[src/rtl/apb_bridge_ctrl_p_if.sv]
// rtl/apb_bridge_ctrl_p_if.sv - AHB-Lite side and APB4 side signal bundle of the bridge
// slave = bridge view, master = bus/slave-model view.
interface apb_bridge_ctrl_p_if #(
  parameter int DATA_W = 32,
  parameter int ADDR_W = 32,
  parameter int NSLV   = 4
);
  localparam int SW = DATA_W / 8;

  logic                     HSEL;
  logic [ADDR_W-1:0]        HADDR;
  logic [1:0]               HTRANS;
  logic                     HWRITE;
  logic [2:0]               HSIZE;
  logic [DATA_W-1:0]        HWDATA;
  logic                     HREADY;
  logic                     HREADYOUT;
  logic                     HRESP;
  logic [DATA_W-1:0]        HRDATA;

  logic [ADDR_W-1:0]        PADDR;
  logic [NSLV-1:0]          PSEL;
  logic                     PENABLE;
  logic                     PWRITE;
  logic [DATA_W-1:0]        PWDATA;
  logic [SW-1:0]            PSTRB;
  logic [NSLV*DATA_W-1:0]   PRDATA;
  logic [NSLV-1:0]          PREADY;
  logic [NSLV-1:0]          PSLVERR;

  modport slave (
    input  HSEL, HADDR, HTRANS, HWRITE, HSIZE, HWDATA, HREADY,
    output HREADYOUT, HRESP, HRDATA,
    output PADDR, PSEL, PENABLE, PWRITE, PWDATA, PSTRB,
    input  PRDATA, PREADY, PSLVERR
  );

  modport master (
    output HSEL, HADDR, HTRANS, HWRITE, HSIZE, HWDATA, HREADY,
    input  HREADYOUT, HRESP, HRDATA,
    input  PADDR, PSEL, PENABLE, PWRITE, PWDATA, PSTRB,
    output PRDATA, PREADY, PSLVERR
  );
endinterface

[src/rtl/apb_bridge_ctrl_p.sv]
// rtl/apb_bridge_ctrl_p.sv - AHB-Lite to APB4 bridge, one transfer at a time to NSLV slaves
// All outputs are registered; their next values are derived from the next state.
module apb_bridge_ctrl_p #(
  parameter int DATA_W  = 32,
  parameter int ADDR_W  = 32,
  parameter int NSLV    = 4,
  parameter int SLV_LSB = 12,
  parameter int TIMEOUT = 16
) (
  input logic                HCLK,
  input logic                HRESET,
  apb_bridge_ctrl_p_if.slave bus
);
  localparam int SW = DATA_W / 8;
  localparam int LW = $clog2(SW);
  localparam int TW = $clog2(TIMEOUT + 2);

  typedef enum logic [2:0] {S_IDLE, S_WDATA, S_SETUP, S_ACCESS, S_ERR1, S_ERR2} state_e;

  state_e              state_q, state_d;
  logic                hreadyout_q, hreadyout_d;
  logic                hresp_q, hresp_d;
  logic [DATA_W-1:0]   hrdata_q, hrdata_d;
  logic [ADDR_W-1:0]   paddr_q, paddr_d;
  logic [NSLV-1:0]     psel_q, psel_d;
  logic                penable_q, penable_d;
  logic                pwrite_q, pwrite_d;
  logic [DATA_W-1:0]   pwdata_q, pwdata_d;
  logic [SW-1:0]       pstrb_q, pstrb_d;
  logic [NSLV-1:0]     sel_q, sel_d;
  logic [TW-1:0]       tcnt_q, tcnt_d;

  logic [3:0]          idx;
  logic [NSLV-1:0]     idx_oh;
  logic [ADDR_W-1:0]   align_mask;
  logic                legal;
  logic [SW-1:0]       strb_calc;
  logic                pready_s, pslverr_s;
  logic [DATA_W-1:0]   prdata_s;
  logic                timeout_hit;

  assign idx = bus.HADDR[SLV_LSB+3:SLV_LSB];

  // An index with no matching one-hot bit (>= NSLV) is the decode error.
  always_comb begin
    idx_oh = '0;
    for (int i = 0; i < NSLV; i++) begin
      if (idx == 4'(i)) idx_oh[i] = 1'b1;
    end
  end

  always_comb begin
    align_mask = (ADDR_W'(1) << bus.HSIZE) - ADDR_W'(1);
    legal      = (bus.HSIZE <= 3'(LW)) && !(|(bus.HADDR & align_mask)) && (|idx_oh);
    case (bus.HSIZE)
      3'd0:    strb_calc = SW'(1) << bus.HADDR[LW-1:0];
      3'd1:    strb_calc = SW'(3) << bus.HADDR[LW-1:0];
      default: strb_calc = '1;
    endcase
  end

  always_comb begin
    pready_s  = |(bus.PREADY & sel_q);
    pslverr_s = |(bus.PSLVERR & sel_q);
    prdata_s  = '0;
    for (int i = 0; i < NSLV; i++) begin
      if (sel_q[i]) prdata_s = prdata_s | bus.PRDATA[i*DATA_W +: DATA_W];
    end
  end

  assign timeout_hit = (TIMEOUT > 0) && (int'(tcnt_q) == TIMEOUT - 1);

  always_comb begin
    state_d  = state_q;
    hrdata_d = hrdata_q;
    paddr_d  = paddr_q;
    pwrite_d = pwrite_q;
    pwdata_d = pwdata_q;
    pstrb_d  = pstrb_q;
    sel_d    = sel_q;
    tcnt_d   = tcnt_q;

    case (state_q)
      S_IDLE: begin
        if (bus.HSEL && bus.HTRANS[1] && bus.HREADY) begin
          if (!legal) begin
            state_d = S_ERR1;
          end else begin
            sel_d    = idx_oh;
            paddr_d  = bus.HADDR;
            pwrite_d = bus.HWRITE;
            pstrb_d  = bus.HWRITE ? strb_calc : '0;
            tcnt_d   = '0;
            state_d  = bus.HWRITE ? S_WDATA : S_SETUP;
          end
        end
      end
      S_WDATA: begin
        pwdata_d = bus.HWDATA;
        tcnt_d   = '0;
        state_d  = S_SETUP;
      end
      S_SETUP: state_d = S_ACCESS;
      S_ACCESS: begin
        if (pready_s) begin
          if (pslverr_s) begin
            hrdata_d = '0;
            state_d  = S_ERR1;
          end else begin
            if (!pwrite_q) hrdata_d = prdata_s;
            state_d = S_IDLE;
          end
        end else if (timeout_hit) begin
          state_d = S_ERR1;
        end else if (tcnt_q != '1) begin
          tcnt_d = tcnt_q + 1'b1;
        end
      end
      S_ERR1:  state_d = S_ERR2;
      S_ERR2:  state_d = S_IDLE;
      default: state_d = S_IDLE;
    endcase

    hreadyout_d = (state_d == S_IDLE) || (state_d == S_ERR2);
    hresp_d     = (state_d == S_ERR1) || (state_d == S_ERR2);
    psel_d      = ((state_d == S_SETUP) || (state_d == S_ACCESS)) ? sel_d : '0;
    penable_d   = (state_d == S_ACCESS);
  end

  always_ff @(posedge HCLK) begin
    if (HRESET) begin
      state_q     <= S_IDLE;
      hreadyout_q <= 1'b1;
      hresp_q     <= 1'b0;
      hrdata_q    <= '0;
      paddr_q     <= '0;
      psel_q      <= '0;
      penable_q   <= 1'b0;
      pwrite_q    <= 1'b0;
      pwdata_q    <= '0;
      pstrb_q     <= '0;
      sel_q       <= '0;
      tcnt_q      <= '0;
    end else begin
      state_q     <= state_d;
      hreadyout_q <= hreadyout_d;
      hresp_q     <= hresp_d;
      hrdata_q    <= hrdata_d;
      paddr_q     <= paddr_d;
      psel_q      <= psel_d;
      penable_q   <= penable_d;
      pwrite_q    <= pwrite_d;
      pwdata_q    <= pwdata_d;
      pstrb_q     <= pstrb_d;
      sel_q       <= sel_d;
      tcnt_q      <= tcnt_d;
    end
  end

  assign bus.HREADYOUT = hreadyout_q;
  assign bus.HRESP     = hresp_q;
  assign bus.HRDATA    = hrdata_q;
  assign bus.PADDR     = paddr_q;
  assign bus.PSEL      = psel_q;
  assign bus.PENABLE   = penable_q;
  assign bus.PWRITE    = pwrite_q;
  assign bus.PWDATA    = pwdata_q;
  assign bus.PSTRB     = pstrb_q;
endmodule

[src/flat_wrapper.sv]
// flat-port wrapper written by rule: the top's interface ports become plain ports
module apb_bridge_ctrl_p_flat 
#(
  parameter int DATA_W  = 32,
  parameter int ADDR_W  = 32,
  parameter int NSLV    = 4,
  parameter int SLV_LSB = 12,
  parameter int TIMEOUT = 16
)
  (HCLK, HRESET, bus_HSEL, bus_HADDR, bus_HTRANS, bus_HWRITE, bus_HSIZE, bus_HWDATA, bus_HREADY, bus_HREADYOUT, bus_HRESP, bus_HRDATA, bus_PADDR, bus_PSEL, bus_PENABLE, bus_PWRITE, bus_PWDATA, bus_PSTRB, bus_PRDATA, bus_PREADY, bus_PSLVERR);
  apb_bridge_ctrl_p_if #(.DATA_W(DATA_W), .ADDR_W(ADDR_W), .NSLV(NSLV)) bus_i ();
  input logic HCLK;
  input logic HRESET;
  input wire logic [$bits(bus_i.HSEL)-1:0] bus_HSEL;
  input wire logic [$bits(bus_i.HADDR)-1:0] bus_HADDR;
  input wire logic [$bits(bus_i.HTRANS)-1:0] bus_HTRANS;
  input wire logic [$bits(bus_i.HWRITE)-1:0] bus_HWRITE;
  input wire logic [$bits(bus_i.HSIZE)-1:0] bus_HSIZE;
  input wire logic [$bits(bus_i.HWDATA)-1:0] bus_HWDATA;
  input wire logic [$bits(bus_i.HREADY)-1:0] bus_HREADY;
  output wire logic [$bits(bus_i.HREADYOUT)-1:0] bus_HREADYOUT;
  output wire logic [$bits(bus_i.HRESP)-1:0] bus_HRESP;
  output wire logic [$bits(bus_i.HRDATA)-1:0] bus_HRDATA;
  output wire logic [$bits(bus_i.PADDR)-1:0] bus_PADDR;
  output wire logic [$bits(bus_i.PSEL)-1:0] bus_PSEL;
  output wire logic [$bits(bus_i.PENABLE)-1:0] bus_PENABLE;
  output wire logic [$bits(bus_i.PWRITE)-1:0] bus_PWRITE;
  output wire logic [$bits(bus_i.PWDATA)-1:0] bus_PWDATA;
  output wire logic [$bits(bus_i.PSTRB)-1:0] bus_PSTRB;
  input wire logic [$bits(bus_i.PRDATA)-1:0] bus_PRDATA;
  input wire logic [$bits(bus_i.PREADY)-1:0] bus_PREADY;
  input wire logic [$bits(bus_i.PSLVERR)-1:0] bus_PSLVERR;
  assign bus_i.HSEL = bus_HSEL;
  assign bus_i.HADDR = bus_HADDR;
  assign bus_i.HTRANS = bus_HTRANS;
  assign bus_i.HWRITE = bus_HWRITE;
  assign bus_i.HSIZE = bus_HSIZE;
  assign bus_i.HWDATA = bus_HWDATA;
  assign bus_i.HREADY = bus_HREADY;
  assign bus_HREADYOUT = bus_i.HREADYOUT;
  assign bus_HRESP = bus_i.HRESP;
  assign bus_HRDATA = bus_i.HRDATA;
  assign bus_PADDR = bus_i.PADDR;
  assign bus_PSEL = bus_i.PSEL;
  assign bus_PENABLE = bus_i.PENABLE;
  assign bus_PWRITE = bus_i.PWRITE;
  assign bus_PWDATA = bus_i.PWDATA;
  assign bus_PSTRB = bus_i.PSTRB;
  assign bus_i.PRDATA = bus_PRDATA;
  assign bus_i.PREADY = bus_PREADY;
  assign bus_i.PSLVERR = bus_PSLVERR;
  apb_bridge_ctrl_p #(.DATA_W(DATA_W), .ADDR_W(ADDR_W), .NSLV(NSLV), .SLV_LSB(SLV_LSB), .TIMEOUT(TIMEOUT)) u_core (.HCLK(HCLK), .HRESET(HRESET), .bus(bus_i));
endmodule
[config.mk]
export PLATFORM = sky130hd
export DESIGN_NAME = apb_bridge_ctrl_p_flat
export DESIGN_NICKNAME = d
export VERILOG_FILES = /design/src/rtl/apb_bridge_ctrl_p_if.sv /design/src/rtl/apb_bridge_ctrl_p.sv /design/src/flat_wrapper.sv
export SDC_FILE = /design/constraint.sdc
export NUM_CORES = 1
export LEC_CHECK = 0
export CORE_AREA = 2 2 125 127
export CTS_CLUSTER_SIZE = 20
export DETAILED_ROUTE_END_ITERATION = 10
export DIE_AREA = 0 0 127 129
export HOLD_SLACK_MARGIN = 0.15
export MAX_ROUTING_LAYER = met4
export PLACE_DENSITY = 0.83
export SLEW_MARGIN = 20
export SYNTH_ARGS = -nofsm -noshare
export SYNTH_HDL_FRONTEND = slang
export SYNTH_SLANG_ARGS = --single-unit
[constraint.sdc]
create_clock -name HCLK -period 2.64 [get_ports HCLK]
set_input_delay 0.528 -clock HCLK [delete_from_list [all_inputs] [get_ports HCLK]]
set_output_delay 0.528 -clock HCLK [all_outputs]
set_load 0.01 [all_outputs]
# ---- Word level (Yosys, flattened, before mapping)
# Index checks and enable logic that the tools add are counted.
dict set report op_classes {
  add_sub_neg 2
  order_cmp 1
  n_eq_ne 20
  n_shift 3
  n_mux 28
  n_bitwise 7
  reduce_logical 21
}
# cell count
set ops {}
lappend ops {{2-to-1 mux 32 bit} 6}
lappend ops {{bitwise OR 32 bit} 3}
lappend ops {{bitwise AND 32 bit} 1}
lappend ops {{OR reduction 32 bit} 1}
lappend ops {{<< shifter 1 x 3 -> 32 bit, first input constant} 1}
lappend ops {{subtractor 32 x 2 -> 32 bit, second input constant} 1}
lappend ops {{2-to-1 mux 5 bit} 5}
lappend ops {{2-to-1 mux 4 bit} 4}
lappend ops {{2-to-1 mux 3 bit} 5}
lappend ops {{one-hot mux 3 bit (5 select lines)} 1}
lappend ops {{one-hot mux 5 bit (3 select lines)} 1}
lappend ops {{equality test 3 x 2 -> 1 bit, second input constant} 4}
lappend ops {{OR reduction 4 bit} 3}
lappend ops {{equality test 3 bit, second input constant} 3}
lappend ops {{logical NOT 3 bit} 3}
lappend ops {{bitwise AND 4 bit} 2}
lappend ops {{equality test 4 x 2 -> 1 bit, second input constant} 2}
lappend ops {{one-hot mux 4 bit (2 select lines)} 1}
lappend ops {{equality test 3 x 1 -> 1 bit, second input constant} 2}
lappend ops {{!= test 2 x 1 -> 1 bit, second input constant} 3}
lappend ops {{!= test 2 bit, second input constant} 3}
lappend ops {{AND reduction 3 bit} 2}
lappend ops {{AND reduction 6 bit} 1}
lappend ops {{adder 5 x 1 -> 5 bit, second input constant} 1}
lappend ops {{other kinds (15)} 23}
dict set report word_totals {
  register_bits 120
  word_cells 94
}

# ---- Depth between registers and ports, before layout
dict set report logic_depth {
  depth_word 14
  mapped_depth 10
}

# ---- Worst setup path after synthesis
# OpenSTA, ideal clock, no wires.
dict set report synth_path {
  path_type {input-to-reg}
  start {in bus_HSIZE[2]}
  end {reg u_core.sel_q[0]}
  setup_ps 128
  t_arrival_ps 2296
  required_time_ps 2512
  path_slack_ps 216
  cell_stages 10
  cell_sequence {nor2_4 > inv_2 > ha_1 > nor2b_1 > a2111oi_1 > o2111ai_1 > buf_2 > buf_4 > mux2i_1 > nor2_1}
}
dict set report synth_via {
  elab_chain_len 10
  word_cells_on_any_way 11
  cone_classes {add/sub (1); order compare (1); shift (1); mux (3); bitwise (1); reduce/logical (4)}
}
# element line
set synth_rtl {}
lappend synth_rtl {{from (decl)} flat_wrapper.sv:18} ;# input wire logic [$bits(bus_i.HSIZE)-1:0] bus_HSIZE;
lappend synth_rtl {{<< shifter 1 x 3 -> 32 bit} apb_bridge_ctrl_p.sv:53} ;# align_mask = (ADDR_W'(1) << bus.HSIZE) - ADDR_W'(1);
lappend synth_rtl {{subtractor 32 x 2 -> 32 bit} apb_bridge_ctrl_p.sv:53}
lappend synth_rtl {{bitwise AND 32 bit} apb_bridge_ctrl_p.sv:54} ;# legal = (bus.HSIZE <= 3'(LW)) && !(|(bus.HADDR & align_mask)) && (|idx_oh);
lappend synth_rtl {{OR reduction 32 bit} apb_bridge_ctrl_p.sv:54}
lappend synth_rtl {{logical NOT 1 bit} apb_bridge_ctrl_p.sv:54}
lappend synth_rtl {{logical AND 1 bit * (2 in a row)} apb_bridge_ctrl_p.sv:54}
lappend synth_rtl {{2-to-1 mux 4 bit *} apb_bridge_ctrl_p.sv:86} ;# if (!legal) begin
lappend synth_rtl {{2-to-1 mux 4 bit *} apb_bridge_ctrl_p.sv:85} ;# if (bus.HSEL && bus.HTRANS[1] && bus.HREADY) begin
lappend synth_rtl {{2-to-1 mux 4 bit *} apb_bridge_ctrl_p.sv:83} ;# case (state_q)
lappend synth_rtl {{to (signal assigned)} apb_bridge_ctrl_p.sv:155} ;# sel_q <= sel_d;
lappend synth_rtl {{to (decl)} apb_bridge_ctrl_p.sv:30} ;# logic [NSLV-1:0] sel_q, sel_d;
# Every way passes the cells marked *; elsewhere a longest branch is shown, timed or not.
# A chain may end at the register's enable or synchronous reset.

# ---- Worst setup path after layout
dict set report layout_path {
  start {in bus_HSIZE[2]}
  end {reg u_core.penable_q, in the netlist u_core.bus.PENABLE}
}
dict set report layout_via {
  elab_chain_len 11
  word_cells_on_any_way 12
  cone_classes {add/sub (1); order compare (1); eq/ne (1); shift (1); mux (3); bitwise (1); reduce/logical (4)}
}
# element line
set layout_rtl {}
lappend layout_rtl {{<< shifter 1 x 3 -> 32 bit} apb_bridge_ctrl_p.sv:53}
lappend layout_rtl {{subtractor 32 x 2 -> 32 bit} apb_bridge_ctrl_p.sv:53}
lappend layout_rtl {{bitwise AND 32 bit} apb_bridge_ctrl_p.sv:54}
lappend layout_rtl {{OR reduction 32 bit} apb_bridge_ctrl_p.sv:54}
lappend layout_rtl {{logical NOT 1 bit} apb_bridge_ctrl_p.sv:54}
lappend layout_rtl {{logical AND 1 bit * (2 in a row)} apb_bridge_ctrl_p.sv:54}
lappend layout_rtl {{2-to-1 mux 3 bit *} apb_bridge_ctrl_p.sv:86}
lappend layout_rtl {{2-to-1 mux 3 bit *} apb_bridge_ctrl_p.sv:85}
lappend layout_rtl {{one-hot mux 3 bit (5 select lines) *} apb_bridge_ctrl_p.sv:83}
lappend layout_rtl {{equality test 3 x 2 -> 1 bit *} apb_bridge_ctrl_p.sv:127} ;# penable_d = (state_d == S_ACCESS);
lappend layout_rtl {{to (signal assigned)} apb_bridge_ctrl_p.sv:151} ;# penable_q <= penable_d;
lappend layout_rtl {{to (decl)} apb_bridge_ctrl_p.sv:26} ;# logic penable_q, penable_d;
# Marked as above.

==> flow_summary.toml <==
[yosys]
synth_cell_types = 43
seq_area_frac_synth = 0.4540
synth_area_sq_um = 5291
async_flop_share = 0
synth-edff-count = 0
synth.most_common_cell = "dfxtp_1"
syn-num-nets = 832
synth_commonest_cells = "dfxtp_1 (120), nand2_1 (111), a21oi_1 (75), nor2_1 (48), clkbuf_1 (41)"
netlist_instances = 617
yosysTopAreaCell = "dfxtp_1"
ys.flop_type = "dfxtp_1"
synthTopCellsByArea = "dfxtp_1 (45%), nand2_1 (7.9%), a21oi_1 (7.1%)"
synth_warnings = 0
syn_area_per_cell_sq_um = 8.576
ys_ff_latch = 120
synth_top_area_share = 0.4540

[floorplan]
fp.dieH_um = 129
die_x_um = 127
coreArea_sq_um = 14980
dieArea_sq_um = 16380
rows = 45
io-pin-count = 318
initial_core_util = 0.3533

[power_and_ir_drop]
power.switching_mw = 1.066
pwr-share-seq = 0.399
peakVddDrop_mv = 0.3898
leakage_nw = 3.543
intPower_mw = 3.578
p_clk_frac = 0.482
p_comb_frac = 0.118
power.density_nw_per_um2 = 495.7
total_power_mw = 4.644
netSwitchingFraction = 0.2295

[layout]
drive_gt1_frac = 0.07561
finalNonFillerCells = 1131
nets = 1141
multi_input_area_sq_um = 2694
seq_area_sq_um = 2402
fillerInstances = 1295
area_delta_synth_final_pct = 77.06

[run]
maxCapViolCount = 0

[grt]
grt_antenna_before_repair = 4
groute.usage.overall = 0.2369
grt_max_degree = 95
first_global_vias = 5654
grt_pass1_wl_um = 29470
grt_overflow = 0

[clock_network]
clock_latency_ns = 0.41
clkSlewWorstSetupHoldPaths_ns = 0.06
htreeDepth = 4
clk_root_buffer_cell = "clkbuf_16"
cts_made_buffers = 17
cts_sinks = 120
cts_max_path_buffers = 2
cts_tree = "done"

[place]
gp_congestion = 0.8619
place_inst = 1091
dp_hpwl_um = 14140
port_buffers = 316

[route]
first_iter_violations = 384
first_pass_iters = 4
wl_um = 19330
detail-route-antenna-nets = 0
drc_errors = 0
wire_per_inst_um = 17.09
vias_per_cell = 5.170
vias = 5847

[timing]
hold_violations = 0
min_period_ns = 2.419
fmax_mhz = 413.4
setup_viol = 0
finClkSkew_ns = 0.007249
rsz0062_at_grt = "false"
maxSlewHeadroom = 0.6958
worst_slew_pin_slew_ns = 0.4563
finalCritPeriodShare = 0.9163
report.final.slew_viol_count = 0

[hold_path]
min_to = "u_core.bus.PWDATA[17]$_SDFFE_PP0N_"
holdCritPathClass = "reg2reg"
whs_path_depth = 2
min-delay-start = "u_core.bus.PWDATA[17]$_SDFFE_PP0N_"

[worst_setup_path]
worstReg2RegEnd = "u_core.tcnt_q[3]$_SDFFE_PP0P_"
r2r_cells = 7
worstPathRequired_ns = 2.97
endpoint_kind = "flop"
start_kind = "primary input"
cp.arrival_ns = 2.75
r2r-start = "u_core.tcnt_q[0]$_SDFFE_PP0P_"
crit_type = "in2reg"
cp_max_fo = 6
reg2reg_slack_ns = 0.55

[status]
status = "complete, no violations"
## worst max-delay path: stages
cell	delay, ns
dlygate4sd2_1	0.31
nor2_1	0.14
nand2_1	0.07
ha_1	0.29
nor2b_1	0.05
a2111oi_2	0.32
buf_4	0.19
o2111ai_4	0.21
o32a_4	0.46
a31oi_1	0.17
## per-stage QoR
| step | utilization | cell area (sq um) | TNS (ns) | hold WS [ns] | setup slack (ns) |
|---|---|---|---|---|---|
| floorplan | - | 5291 | 0 | 0.4659 | 0.2163 |
| CTS | 0.6201 | 9286 | 0 | 0.4549 | 0.02090 |
| global route | 0.6256 | 9369 | 0 | 0.4689 | 0.06234 |
| global placement | 0.5812 | 8705 | -18.04 | 0.4391 | -0.4105 |
| detailed placement | 0.5812 | 8705 | -18.62 | 0.4460 | -0.4418 |
| finish | 0.6256 | 9369 | 0 | 0.4514 | 0.2209 |
## registers in the layout, indices dropped and copies added, names as in the netlist, 3 cells and up
register           cells
u_core.sel_q           4
u_core.tcnt_q          5
u_core.bus.PSTRB       4
u_core.bus.HRDATA     32
u_core.bus.PSEL        4
u_core.state_q         3
u_core.bus.PADDR      32
u_core.bus.PWDATA     32
## layer usage
metal / share of wire / vias up / GRT usage
li1: - / 2838 / -
met1: 0.40 / 2717 / 0.2715
met3: 0.083 / 33 / 0.07110
met2: 0.49 / 259 / 0.3909
met4: 0.026 / 0 / 0.09308
met5: 0 / - / -
## cell families after synthesis
group / count (synthesis) / synth area share
AND/OR/NAND/NOR: 221 / 0.1877
AO/OA/AOI/OAI: 177 / 0.2362
flip-flops: 120 / 0.4540
buffers and inverters: 60 / 0.04587
multiplexers: 34 / 0.06432
adder cells (fa/ha/maj): 5 / 0.01182
## power groups by stage
stage / sequential, mW / combinational (mW) / clock, mW
6_report: 1.85 / 0.550 / 2.24
5_1_grt: 1.86 / 0.589 / 2.39
4_1_cts: 1.85 / 0.545 / 2.30
3_5_place_dp: 1.89 / 0.542 / 0
3_3_place_gp: 1.89 / 0.538 / 0
2_1_floorplan: 1.90 / 0.117 / 0
## timing repair
action,4_1_cts,5_1_grt
gates resized for setup,1,5
endpoints found under the setup margin,3,46
pin swaps,0,1
setup buffers,0,2
gates cloned,0,2
hold buffers,0,0
## cell usage in the layout, fill, tap and decap left out, types with 2 or more instances in the layout
master,netlist,routed
nand2_1,111,111
dfxtp_1,120,120
a211o_1,3,3
clkinv_4,0,2
mux2i_1,34,33
a22oi_1,4,4
clkbuf_8,0,3
o21a_1,2,2
nor2b_1,5,5
and3b_1,2,2
inv_6,0,3
a21oi_1,75,75
dlymetal6s2s_1,0,2
ha_1,5,5
nand3_1,3,3
a211oi_1,4,4
a22o_1,32,32
or2_1,2,2
inv_1,6,6
buf_12,0,3
clkbuf_16,0,18
nand3b_1,2,2
o21ba_2,2,2
clkdlybuf4s50_1,0,312
and2_1,3,3
buf_4,1,22
o21ai_0,9,9
nand2b_1,2,2
clkinvlp_4,0,5
nor2_1,48,48
or3_1,34,34
diode_2,0,4
a31oi_1,2,2
and3_1,4,4
a221oi_1,33,33
## layout make-up
class,count,area share
Antenna cell,4,0.001068
Clock buffer,20,0.04981
Clock inverter,12,0.01242
Inverter,7,0.002804
Multi-Input combinational cell,438,0.2875
Sequential cell,120,0.2564
Tap cell,188,0.02511
Timing Repair Buffer,342,0.3649
## worst max-delay path by stage
stage,slack (ns),start,endpoint,depth (start not counted)
finish,0.22,bus_HSIZE[2],u_core.bus.PENABLE$_SDFF_PP0_,10
global route,0.06,bus_HSIZE[2],u_core.bus.PENABLE$_SDFF_PP0_,10
CTS,0.02,bus_HSIZE[1],u_core.sel_q[2]$_SDFF_PP0_,10
detailed placement,-0.44,bus_HSIZE[2],u_core.sel_q[2]$_SDFF_PP0_,11
global placement,-0.41,bus_HSIZE[2],u_core.sel_q[1]$_SDFF_PP0_,11
floorplan,0.22,bus_HSIZE[2],u_core.sel_q[0]$_SDFF_PP0_,10
No activity file was read; power rests on OpenSTA's default activity.
